===== config.mk =====
export PLATFORM = sky130hd
export DESIGN_NAME = traffic_light_ctrl
export DESIGN_NICKNAME = d
export VERILOG_FILES = /design/src/rtl/traffic_light_ctrl.sv
export SDC_FILE = /design/constraint.sdc
export NUM_CORES = 1
export LEC_CHECK = 0
export CAP_MARGIN = 25
export CORE_MARGIN = 2
export CORE_UTILIZATION = 35
export CTS_CLUSTER_SIZE = 20
export DETAILED_ROUTE_END_ITERATION = 8
export GPL_TIMING_DRIVEN = 0
export HOLD_SLACK_MARGIN = 0.1
export PLACE_DENSITY = 0.63
export SLEW_MARGIN = 20
export SYNTH_ARGS = -nofsm -noshare
export SYNTH_HDL_FRONTEND = slang
export SYNTH_SLANG_ARGS = --single-unit

===== constraint.sdc =====
create_clock -name clk -period 4.25 [get_ports clk]
set_input_delay 1.275 -clock clk [delete_from_list [all_inputs] [get_ports clk]]
set_output_delay 1.275 -clock clk [all_outputs]
set_load 0.005 [all_outputs]

===== src/rtl/traffic_light_ctrl.sv =====
`default_nettype none
// ============================================================================
// Module   : traffic_light_ctrl
// Brief    : Two-road intersection sequencer with one-second prescaler,
//            latched pedestrian requests and flashing-yellow maintenance mode.
// Revision : 1.0
// ============================================================================
module traffic_light_ctrl #(
    parameter int unsigned TICK_DIV    = 50000000,
    parameter int unsigned GREEN_SECS  = 10,
    parameter int unsigned YELLOW_SECS = 3,
    parameter int unsigned ALLRED_SECS = 1
) (
    input  logic       clk,
    input  logic       reset_n,
    input  logic       ped_req_ns,
    input  logic       ped_req_ew,
    input  logic       flash_mode,
    output logic [2:0] ns_light,
    output logic [2:0] ew_light,
    output logic       walk_ns,
    output logic       walk_ew,
    output logic [7:0] secs_left,
    output logic [2:0] phase
);

    typedef enum logic [2:0] {
        NS_GREEN  = 3'd0,
        NS_YELLOW = 3'd1,
        ALLRED_A  = 3'd2,
        EW_GREEN  = 3'd3,
        EW_YELLOW = 3'd4,
        ALLRED_B  = 3'd5,
        FLASH     = 3'd6
    } phase_t;

    localparam logic [31:0] c_TICK_LAST = 32'(TICK_DIV - 1);
    localparam logic [7:0]  c_GREEN     = 8'(GREEN_SECS);
    localparam logic [7:0]  c_YELLOW    = 8'(YELLOW_SECS);
    localparam logic [7:0]  c_ALLRED    = 8'(ALLRED_SECS);
    localparam logic [2:0]  c_RED       = 3'b100;
    localparam logic [2:0]  c_YEL       = 3'b010;
    localparam logic [2:0]  c_GRN       = 3'b001;
    localparam logic [2:0]  c_OFF       = 3'b000;

    phase_t      r_state;
    phase_t      w_state_nxt;
    logic [31:0] r_presc;
    logic [31:0] w_presc_nxt;
    logic [7:0]  r_secs;
    logic [7:0]  w_secs_nxt;
    logic        r_toggle;
    logic        w_toggle_nxt;
    logic        r_pend_ns;
    logic        r_pend_ew;
    logic        w_pend_ns_nxt;
    logic        w_pend_ew_nxt;
    logic        r_walk_ns;
    logic        r_walk_ew;
    logic        w_walk_ns_nxt;
    logic        w_walk_ew_nxt;
    logic [2:0]  r_ns_light;
    logic [2:0]  r_ew_light;
    logic [2:0]  w_ns_light_nxt;
    logic [2:0]  w_ew_light_nxt;
    logic        w_tick;
    logic        w_change;

    function automatic phase_t f_successor(input phase_t s);
        phase_t n;
        case (s)
            ALLRED_B:  n = NS_GREEN;
            NS_GREEN:  n = NS_YELLOW;
            NS_YELLOW: n = ALLRED_A;
            ALLRED_A:  n = EW_GREEN;
            EW_GREEN:  n = EW_YELLOW;
            EW_YELLOW: n = ALLRED_B;
            default:   n = ALLRED_B;
        endcase
        return n;
    endfunction

    function automatic logic [7:0] f_duration(input phase_t s);
        logic [7:0] d;
        case (s)
            NS_GREEN, EW_GREEN:   d = c_GREEN;
            NS_YELLOW, EW_YELLOW: d = c_YELLOW;
            ALLRED_A, ALLRED_B:   d = c_ALLRED;
            default:              d = 8'd0;
        endcase
        return d;
    endfunction

    // Next-state: flash_mode outranks any tick-driven advance.
    always_comb begin
        w_tick      = (r_presc == c_TICK_LAST);
        w_state_nxt = r_state;
        if (r_state == FLASH) begin
            if (!flash_mode) begin
                w_state_nxt = ALLRED_B;
            end
        end else if (flash_mode) begin
            w_state_nxt = FLASH;
        end else if (r_state == phase_t'(3'd7)) begin
            w_state_nxt = ALLRED_B;
        end else if (w_tick && (r_secs == 8'd1)) begin
            w_state_nxt = f_successor(r_state);
        end
        w_change = (w_state_nxt != r_state);
    end

    // Countdown, prescaler, flash toggle and pedestrian bookkeeping.
    always_comb begin
        w_presc_nxt   = r_presc + 32'd1;
        w_secs_nxt    = r_secs;
        w_toggle_nxt  = r_toggle;
        w_pend_ns_nxt = r_pend_ns | ped_req_ns;
        w_pend_ew_nxt = r_pend_ew | ped_req_ew;
        w_walk_ns_nxt = r_walk_ns;
        w_walk_ew_nxt = r_walk_ew;

        if (w_change) begin
            w_presc_nxt   = 32'd0;
            w_secs_nxt    = f_duration(w_state_nxt);
            w_toggle_nxt  = 1'b0;
            w_walk_ns_nxt = 1'b0;
            w_walk_ew_nxt = 1'b0;
            if (w_state_nxt == NS_GREEN) begin
                w_walk_ns_nxt = r_pend_ns | ped_req_ns;
                w_pend_ns_nxt = 1'b0;
            end
            if (w_state_nxt == EW_GREEN) begin
                w_walk_ew_nxt = r_pend_ew | ped_req_ew;
                w_pend_ew_nxt = 1'b0;
            end
        end else if (w_tick) begin
            w_presc_nxt = 32'd0;
            if (r_state == FLASH) begin
                w_toggle_nxt = ~r_toggle;
            end else if (r_secs > 8'd1) begin
                w_secs_nxt = r_secs - 8'd1;
            end
        end
    end

    // Lamp decode uses the upcoming state so the lamps register with it.
    always_comb begin
        w_ns_light_nxt = c_RED;
        w_ew_light_nxt = c_RED;
        case (w_state_nxt)
            NS_GREEN:  w_ns_light_nxt = c_GRN;
            NS_YELLOW: w_ns_light_nxt = c_YEL;
            EW_GREEN:  w_ew_light_nxt = c_GRN;
            EW_YELLOW: w_ew_light_nxt = c_YEL;
            FLASH: begin
                w_ns_light_nxt = w_toggle_nxt ? c_YEL : c_OFF;
                w_ew_light_nxt = w_toggle_nxt ? c_YEL : c_OFF;
            end
            default: begin
                w_ns_light_nxt = c_RED;
                w_ew_light_nxt = c_RED;
            end
        endcase
    end

    always_ff @(posedge clk) begin
        if (!reset_n) begin
            r_state    <= ALLRED_B;
            r_presc    <= 32'd0;
            r_secs     <= c_ALLRED;
            r_toggle   <= 1'b0;
            r_pend_ns  <= 1'b0;
            r_pend_ew  <= 1'b0;
            r_walk_ns  <= 1'b0;
            r_walk_ew  <= 1'b0;
            r_ns_light <= c_RED;
            r_ew_light <= c_RED;
        end else begin
            r_state    <= w_state_nxt;
            r_presc    <= w_presc_nxt;
            r_secs     <= w_secs_nxt;
            r_toggle   <= w_toggle_nxt;
            r_pend_ns  <= w_pend_ns_nxt;
            r_pend_ew  <= w_pend_ew_nxt;
            r_walk_ns  <= w_walk_ns_nxt;
            r_walk_ew  <= w_walk_ew_nxt;
            r_ns_light <= w_ns_light_nxt;
            r_ew_light <= w_ew_light_nxt;
        end
    end

    assign ns_light  = r_ns_light;
    assign ew_light  = r_ew_light;
    assign walk_ns   = r_walk_ns;
    assign walk_ew   = r_walk_ew;
    assign secs_left = r_secs;
    assign phase     = r_state;

endmodule
`default_nettype wire


### After elaboration in Yosys (flattened, before gate mapping)

Cells that the tools add are included.

* add/subtract/negate cells: 2
* $lt $le $gt $ge: 1
* equal/unequal tests: 16
* mux-type cells: 23
* bitwise logic cells: 4
* reduce and logical (&&, ||, !) cells: 10

Operators with widths (number)
* $add A32 B1 Y32 const B: 1
* $eq A32 B26 Y1 const B: 1
* $mux W8: 4
* $eq A3 B3 Y1 const B: 6
* $pmux W3 S3: 2
* $mux W3: 5
* $pmux W3 S5: 1
* $eq A3 B2 Y1 const B: 4
* $pmux W4 S3: 1
* $mux W1: 9
* $eq A8 B1 Y1 const B: 1
* $gt A8 B1 Y1 const B: 1
* $sub A8 B1 Y8 const B: 1
* $eq A3 B1 Y1 const B: 2
* $logic_not A3 Y1: 2
* $reduce_or A2 Y1: 3
* $reduce_bool A2 Y1: 2
* $ne A3 B3 Y1: 1
* $reduce_and A3 Y1: 1
* $reduce_or A3 Y1: 1
* $mux W2: 1
* $ne A2 B2 Y1 const B: 1
* $not A1 Y1: 2
* $or A1 B1 Y1: 2
* $logic_and A1 B1 Y1: 1

* flip-flop bits (word level): 54
* bits of input ports: 5
* output and inout bits: 19
* word-level logic and storage cells: 66

### Longest topological paths before layout

Gate-level depths: netlist (run 1).

* depth after elaboration: 10
* depth in mapped cells: 9
* mapped depth without buffers: 8

### Least setup slack after synthesis (run 1)

Ideal clock, no wire load.

* kind: in2reg
* start: input port flash_mode
* end: register r_secs[3], in the netlist secs_left[3]
* setup time: 0.078 ns
* data arrival time: 2.373 ns
* required time: 4.172 ns
* path slack: 1.800 ns
* stages: 6
* path buffers: 1
* path through: clkbuf_1 nor3_1 nand3_1 a2111oi_0 a21oi_1 nor3_1

* cells in the longest elaborated chain, start to end: 6
* elaborated cells on any way between the ends: 19
* those cells by class: eq/ne: 7; mux: 5; reduce/logical: 7

Ends and longest elaborated chain
* start: declaration: line 18 `input logic flash_mode,`
* $mux W3 (on tied branches): line 102, 99
* $mux W3 (*): line 98 `if (r_state == FLASH) begin`
* $eq A3 B2 Y1, or another cell as far along: line 85 `case (s)`
* $reduce_or A2 Y1: line 85
* $pmux W4 S3: line 85
* $mux W8: line 122 `if (w_change) begin`
* end signal: assignment: line 170 `r_secs <= c_ALLRED;`
* end signal: assignment: line 181 `r_secs <= w_secs_nxt;`
* end: declaration: line 50 `logic [7:0] r_secs;`

Every way passes the cells marked *; elsewhere a longest branch is shown, timed or not.
A chain may end at the register's enable or synchronous reset.

### Worst setup path in the final report (run 1)

Same ends and word-level chain as after synthesis.

==> results.yml, run 1 <==
status:
  outcome: "completed"
worst_setup_path:
  required_ps: 4500
  crit_fanout: 10
  path_class: "in -> reg"
  crit_path_start_kind: "input port"
  cp_data_arrival_time_ps: 3350
  end_kind: "flip-flop"
layout:
  layout-drive-gt1-share_pct: 5.444
  fillers: 740
  area_growth_pct: 16.33
  nNetsFinal: 356
  antenna_cells: 0
  stdcell_area_mm2: 0.003129
detailed_routing:
  routed_wire_length_per_instance_um: 13.05
  drtIter0Drc: 57
  drt_first_pass_iters: 4
  post_drt_via_cell_ratio: 5.188
  drc_errors: 0
  ant_nets: 0
  vias: 2324
  drt-total-wl_um: 5845
placement:
  io_buffer_count: 22
  place.gp.congestion: 0.8907
  dp_hpwl_um: 4230
  place_area_mm2: 0.003034
power:
  power_switching_w: 0.0002228
  comb_power_share_pct: 8.6
  p_leak_nw: 1.064
  power_frac_seq_pct: 57.7
  p_sw_share_pct: 24.74
  clkPwrFrac_pct: 33.7
  internal_power_w: 0.0006779
  irDropWorstVdd_mv: 0.1543
  p_per_area_mw_per_mm2: 287.8
floorplan:
  die_h_um: 91.67
  start_util_pct: 36.70
  die_w_um: 91.67
  rows: 31
  coreArea_mm2: 0.007331
  die_area_mm2: 0.008403
  io_pins: 24
cts:
  postCtsHoldBufs: 0
  clock_sinks: 54
  cts_max_level: 2
  worstSkewPairLatency_ps: 320
  root_buffer: "clkbuf_8"
  post_cts_buffers: 0
  numCtsBuffers: 5
  ctsLongestPathBuffers: 2
  clkTransAtPathRegs_ps: 100
  ctsResizeCount: 0
  cts_tree: "built"
synth:
  yosysUniqueCellTypes: 46
  ys_warn_count: 0
  yosysSeqAreaShare_pct: 40.19
  synth-seq-cells: 54
  synth_nets: 327
  synthCells: 319
  avgSynthCellArea_um2: 8.433
  synth_area_mm2: 0.002690
  synth_ff_type: "dfxtp_1"
  synth_area_leaders: "dfxtp_1 40%, xor2_1 6.5%, nor2_1 6.1%"
  synth_edf_count: 0
  synth_top_area_share_pct: 40.19
  yosysTopAreaCell: "dfxtp_1"
  synthArstFlopShare_pct: 0
timing:
  rsz0062_at_grt: "false"
  tightest_slew_ps: 534.7
  fmax_mhz: 322.7
  final.period_utilization_pct: 72.92
  finalSetupTns_ps: 0
  fin_skew_ps: 12.84
  drv_slew: 0
  max_slew_margin_pct: 64.26
  hold_violations: 0
  setup_violations: 0
  period_minus_slack_ps: 3099
job:
  cap_violations: 0
grt:
  overflow: 0
  track_usage_pct: 14.31
  grt_pass1_wl_um: 9915
  grt_pass1_vias: 2129
  antenna_found_initial: 0
  grt_max_degree: 17
worst_hold_path:
  hp-class: "reg -> reg"
==> flip-flops by register name (all words and copies together) (netlist names) <==
register / cells
r_pend_ew: 1
walk_ew: 1
secs_left: 8
ew_light: 3
r_toggle: 1
r_presc: 32
phase: 3
r_pend_ns: 1
walk_ns: 1
ns_light: 3
==> cells in the mapped netlist, drive strengths merged (3+ instances only) <==
| library cell | number |
|---|---|
| nand2b | 3 |
| and3 | 10 |
| nand4 | 9 |
| nand3 | 21 |
| a31oi | 3 |
| clkbuf | 12 |
| o21ai | 15 |
| and2 | 4 |
| inv | 4 |
| a21oi | 13 |
| nand2 | 26 |
| dfxtp | 54 |
| ha | 3 |
| nor4 | 3 |
| and4 | 5 |
| nor2 | 44 |
| xnor2 | 15 |
| nor4b | 5 |
| xor2 | 20 |
| nor3 | 12 |
| or4 | 3 |
| or3 | 4 |
| nand4b | 3 |
| nor2b | 4 |
==> worst max-delay path: stages <==
cell and delay [ps]:
clkdlybuf4s50_1 520, clkbuf_1 280, nor3_1 410, nand3_1 120
a2111oi_0 530, a21oi_1 80, nor3_1 130
==> worst paths after layout <==
check,cells past startpoint,from,end,slack [ps]
setup / recovery,7,flash_mode,secs_left[3]$_SDFFE_PN0P_,1150
hold reg to reg,2,walk_ew$_SDFFE_PN0P_,walk_ew$_SDFFE_PN0P_,460
hold / removal,2,walk_ew$_SDFFE_PN0P_,walk_ew$_SDFFE_PN0P_,460
setup reg to reg,9,r_presc[0]$_SDFF_PP0_,secs_left[1]$_SDFFE_PN0P_,1830
==> layer usage <==
layer / share of wire, % / track usage (%) / vias up / routed length (um)
met2: 48 / 24.14 / 33 / 2790
li1: - / - / 1183 / -
met4: 1.1 / 4.419 / 0 / 65
met5: 0 / 0 / - / 0
met3: 3.1 / 3.040 / 7 / 181
met1: 48 / 18.27 / 1101 / 2808
==> power groups by stage <==
stage | registers, W | logic [W] | clock network [W]
floorplan | 0.000530 | 0.0000499 | 0
global placement | 0.000531 | 0.0000761 | 0
detailed placement | 0.000531 | 0.0000769 | 0
CTS | 0.000520 | 0.0000772 | 0.000315
global route | 0.000521 | 0.0000864 | 0.000334
finish | 0.000520 | 0.0000774 | 0.000304
==> final cells by class <==
class,count,area (um^2),area share [%]
Clock inverter,2,12.51,0.3998
Tap cell,99,123.9,3.958
Clock buffer,6,82.58,2.639
Multi-Input combinational cell,248,1544,49.34
Sequential cell,54,1081,34.55
Timing Repair Buffer,22,220.2,7.037
Inverter,4,15.01,0.4798
Buffer,13,50.05,1.599
==> metrics by stage <==
| step | std cells | hold WS, ps | total power [W] | util, % | setup slack, ps |
|---|---|---|---|---|---|
| CTS | 448 | 466.1 | 0.0009120 | 42.69 | 1111 |
| global route | 448 | 495.1 | 0.0009415 | 42.69 | 1004 |
| floorplan | 319 | 430.3 | 0.0005801 | - | 1800 |
| detailed placement | 440 | 448.0 | 0.0006082 | 41.39 | 787.3 |
| global placement | 440 | 446.4 | 0.0006072 | 41.39 | 776.7 |
| finish | 448 | 461.3 | 0.0009007 | 42.69 | 1151 |
==> layout by cell type (no fill, tap or decap), types with 4 or more instances in the layout <==
cell type        instances
xnor2_1                 15
clkbuf_1                12
clkdlybuf4s50_1         22
nand4_1                  9
nand2_1                 26
nor3_1                  12
and3_1                  10
o21ai_0                 10
clkbuf_8                 6
nand3_1                 21
nor2b_1                  4
nor2_1                  44
inv_1                    4
o21ai_1                  5
dfxtp_1                 54
a21oi_1                 13
and2_1                   4
or3_1                    4
xor2_1                  20
and4_1                   5
==> cells by family (layout without fill, tap and decap cells) <==
| group | after synthesis | count (layout) | synth area share [%] |
|---|---|---|---|
| AOI/OAI and AO/OA | 45 | 45 | 10.37 |
| xor gates and xnor gates | 35 | 35 | 11.40 |
| adders and majority gates | 3 | 3 | 1.395 |
| buffers and inverters | 17 | 47 | 2.418 |
| DFF | 54 | 54 | 40.19 |
| muxes | 2 | 2 | 0.7442 |
| and+or+nand+nor | 163 | 163 | 33.49 |
No activity file was read; power rests on OpenSTA's default activity.
==> inputs of run 2 (changes only) <==
--- a/config.mk
+++ b/config.mk
@@ -12,7 +12,7 @@
 export DETAILED_ROUTE_END_ITERATION = 8
 export GPL_TIMING_DRIVEN = 0
 export HOLD_SLACK_MARGIN = 0.1
-export PLACE_DENSITY = 0.63
+export PLACE_DENSITY = 0.65
 export SLEW_MARGIN = 20
 export SYNTH_ARGS = -nofsm -noshare
 export SYNTH_HDL_FRONTEND = slang
==> constraint.sdc (replaced) <==
create_clock -name clk -period 2.75 [get_ports clk]
set_input_delay 0.825 -clock clk [delete_from_list [all_inputs] [get_ports clk]]
set_output_delay 0.825 -clock clk [all_outputs]
set_load 0.005 [all_outputs]
==> run 2 against run 1 <==
  * Power up 49%
  * Cell count decreased by 0.22%
  * Clock skew is 7.6 ps lower
  * Combinational power grew 54%
  * Via count is 0.43% lower
  * Die area unchanged
  * Non-clock buffer count unchanged
  * Routed wire length is 1.9% lower
  * Setup slack got worse by 950 ps
  * Critical path type unchanged
  * Highest routed layer unchanged
==> results.yml, run 2 (synthesis results as in run 1) <==
detailed_routing:
  vias: 2314
  routed_wire_length_per_instance_um: 12.83
  drt_first_pass_iters: 4
  post_drt_via_cell_ratio: 5.177
  drc_errors: 0
  drtIter0Drc: 76
  ant_nets: 0
  drt-total-wl_um: 5735
worst_hold_path:
  min_to: "walk_ew$_SDFFE_PN0P_"
  hp-start: "walk_ew$_SDFFE_PN0P_"
  whs_path_depth: 2
  hp-class: "reg -> reg"
floorplan:
  start_util_pct: 36.70
  die_w_um: 91.67
  die_area_mm2: 0.008403
  die_h_um: 91.67
  coreArea_mm2: 0.007331
  io_pins: 24
  rows: 31
timing:
  setup_violations: 0
  drv_slew: 0
  fin_skew_ps: 5.233
  final.period_utilization_pct: 92.73
  finalSetupTns_ps: 0
  rsz0062_at_grt: "false"
  hold_violations: 0
  max_slew_margin_pct: 63.27
  fmax_mhz: 392.2
  tightest_slew_ps: 549.6
  period_minus_slack_ps: 2550
  hold_slack_ps: 460.9
cts:
  ctsLongestPathBuffers: 2
  root_buffer: "clkbuf_8"
  numCtsBuffers: 5
  postCtsHoldBufs: 0
  post_cts_buffers: 0
  clock_sinks: 54
  worstSkewPairLatency_ps: 310
  cts_tree: "built"
  cts_max_level: 2
  clkTransAtPathRegs_ps: 90
worst_setup_path:
  path_class: "in -> reg"
  reg2reg_from: "r_presc[0]$_SDFF_PP0_"
  crit_path_start_kind: "input port"
  cp_data_arrival_time_ps: 2790
  r2r_cells: 9
  end_kind: "flip-flop"
  worst-r2r-setup-slack_ps: 400
  required_ps: 2990
  r2r-end: "ew_light[1]$_SDFF_PN0_"
  crit_fanout: 10
layout:
  largest-register: "r_presc"
  nNetsFinal: 356
  antenna_cells: 0
  fin_util_pct: 42.52
  mostFrequentLayoutCell: "dfxtp_1"
  seqCellArea_mm2: 0.001081
  fillers: 726
  area_growth_pct: 15.86
  largest_reg_flops: 32
  multi_input_area_mm2: 0.001550
  layout-drive-gt1-share_pct: 4.885
  final_cell_mix: "54 x dfxtp_1, 44 x nor2_1, 26 x nand2_1"
  stdcell_area_mm2: 0.003117
power:
  p_per_area_mw_per_mm2: 429.5
  total_power_w: 0.001339
  p_leak_nw: 1.055
  irDropWorstVdd_mv: 0.2226
placement:
  place.gp.congestion: 0.8319
  place_area_mm2: 0.003034
  dp_hpwl_um: 4181
  io_buffer_count: 22
job:
  cap_violations: 0
grt:
  grt_pass1_wl_um: 9818
  antenna_found_initial: 0
  track_usage_pct: 14.10
  grt_max_degree: 15
  overflow: 0
  grt_pass1_vias: 2134
status:
  outcome: "completed"
==> run 2: what timing repair did <==
| action | in CTS | in global routing |
|---|---|---|
| setup endpoints to repair | 0 | 1 |
| resized for setup | 0 | 2 |
| hold endpoints to repair | 0 | 0 |
==> run 2: critical path, stage by stage <==
cell and delay, ps:
clkdlybuf4s50_1 530, clkbuf_1 300, nor3_2 340, nand3_1 120, a2111oi_1 470, a21oi_1 70
nor3_1 130
==> run 2: power breakdown <==
group | switching (W) | internal (W)
clock | 0.000241 | 0.000176
sequential | 0.0000105 | 0.000792
combinational | 0.0000671 | 0.0000520
total | 0.000318 | 0.00102
==> run 2: worst max-delay path by stage <==
stage                                    from  slack [ps]                        end
CTS                                flash_mode         110  secs_left[3]$_SDFFE_PN0P_
global placement                   flash_mode        -220  secs_left[3]$_SDFFE_PN0P_
global route                       flash_mode          70  secs_left[3]$_SDFFE_PN0P_
finish                             flash_mode         200  secs_left[3]$_SDFFE_PN0P_
floorplan           secs_left[2]$_SDFFE_PN0P_         700  secs_left[7]$_SDFFE_PN0P_
detailed placement                 flash_mode        -210  secs_left[3]$_SDFFE_PN0P_
==> run 2: cell type report <==
class                      count  share of cell area (%)
multi-input combinational    248                   49.74
sequential                    54                   34.68
timing repair buffer          22                   7.065
tap                           99                   3.974
clock buffer                   7                   2.449
buffer                        13                   1.606
inverter                       4                  0.4817
==> run 2: per-layer routing <==
metal	routed length, um	GRT usage [%]	share of wire (%)	vias to the layer above
met1	2692	18.66	47	1086
met2	2760	22.86	48	35
li1	-	-	-	1181
met5	0	0	0	-
met4	110	4.798	1.9	0
met3	172	2.876	3.0	12
==> run 2: per-stage QoR <==
step,instances,setup slack (ps)
6_report,447,200.0
4_1_cts,447,105.1
3_5_place_dp,440,-206.0
5_1_grt,447,73.15
2_1_floorplan,319,697.2
3_3_place_gp,440,-218.1
==> inputs of run 3 (changes only) <==
--- a/config.mk
+++ b/config.mk
@@ -8,6 +8,7 @@
 export CAP_MARGIN = 25
 export CORE_MARGIN = 2
 export CORE_UTILIZATION = 35
+export CTS_CLUSTER_DIAMETER = 50
 export CTS_CLUSTER_SIZE = 20
 export DETAILED_ROUTE_END_ITERATION = 8
 export GPL_TIMING_DRIVEN = 0
==> results of run 3 <==
The final DEF is identical to that of run 2; final timing and power are the same.
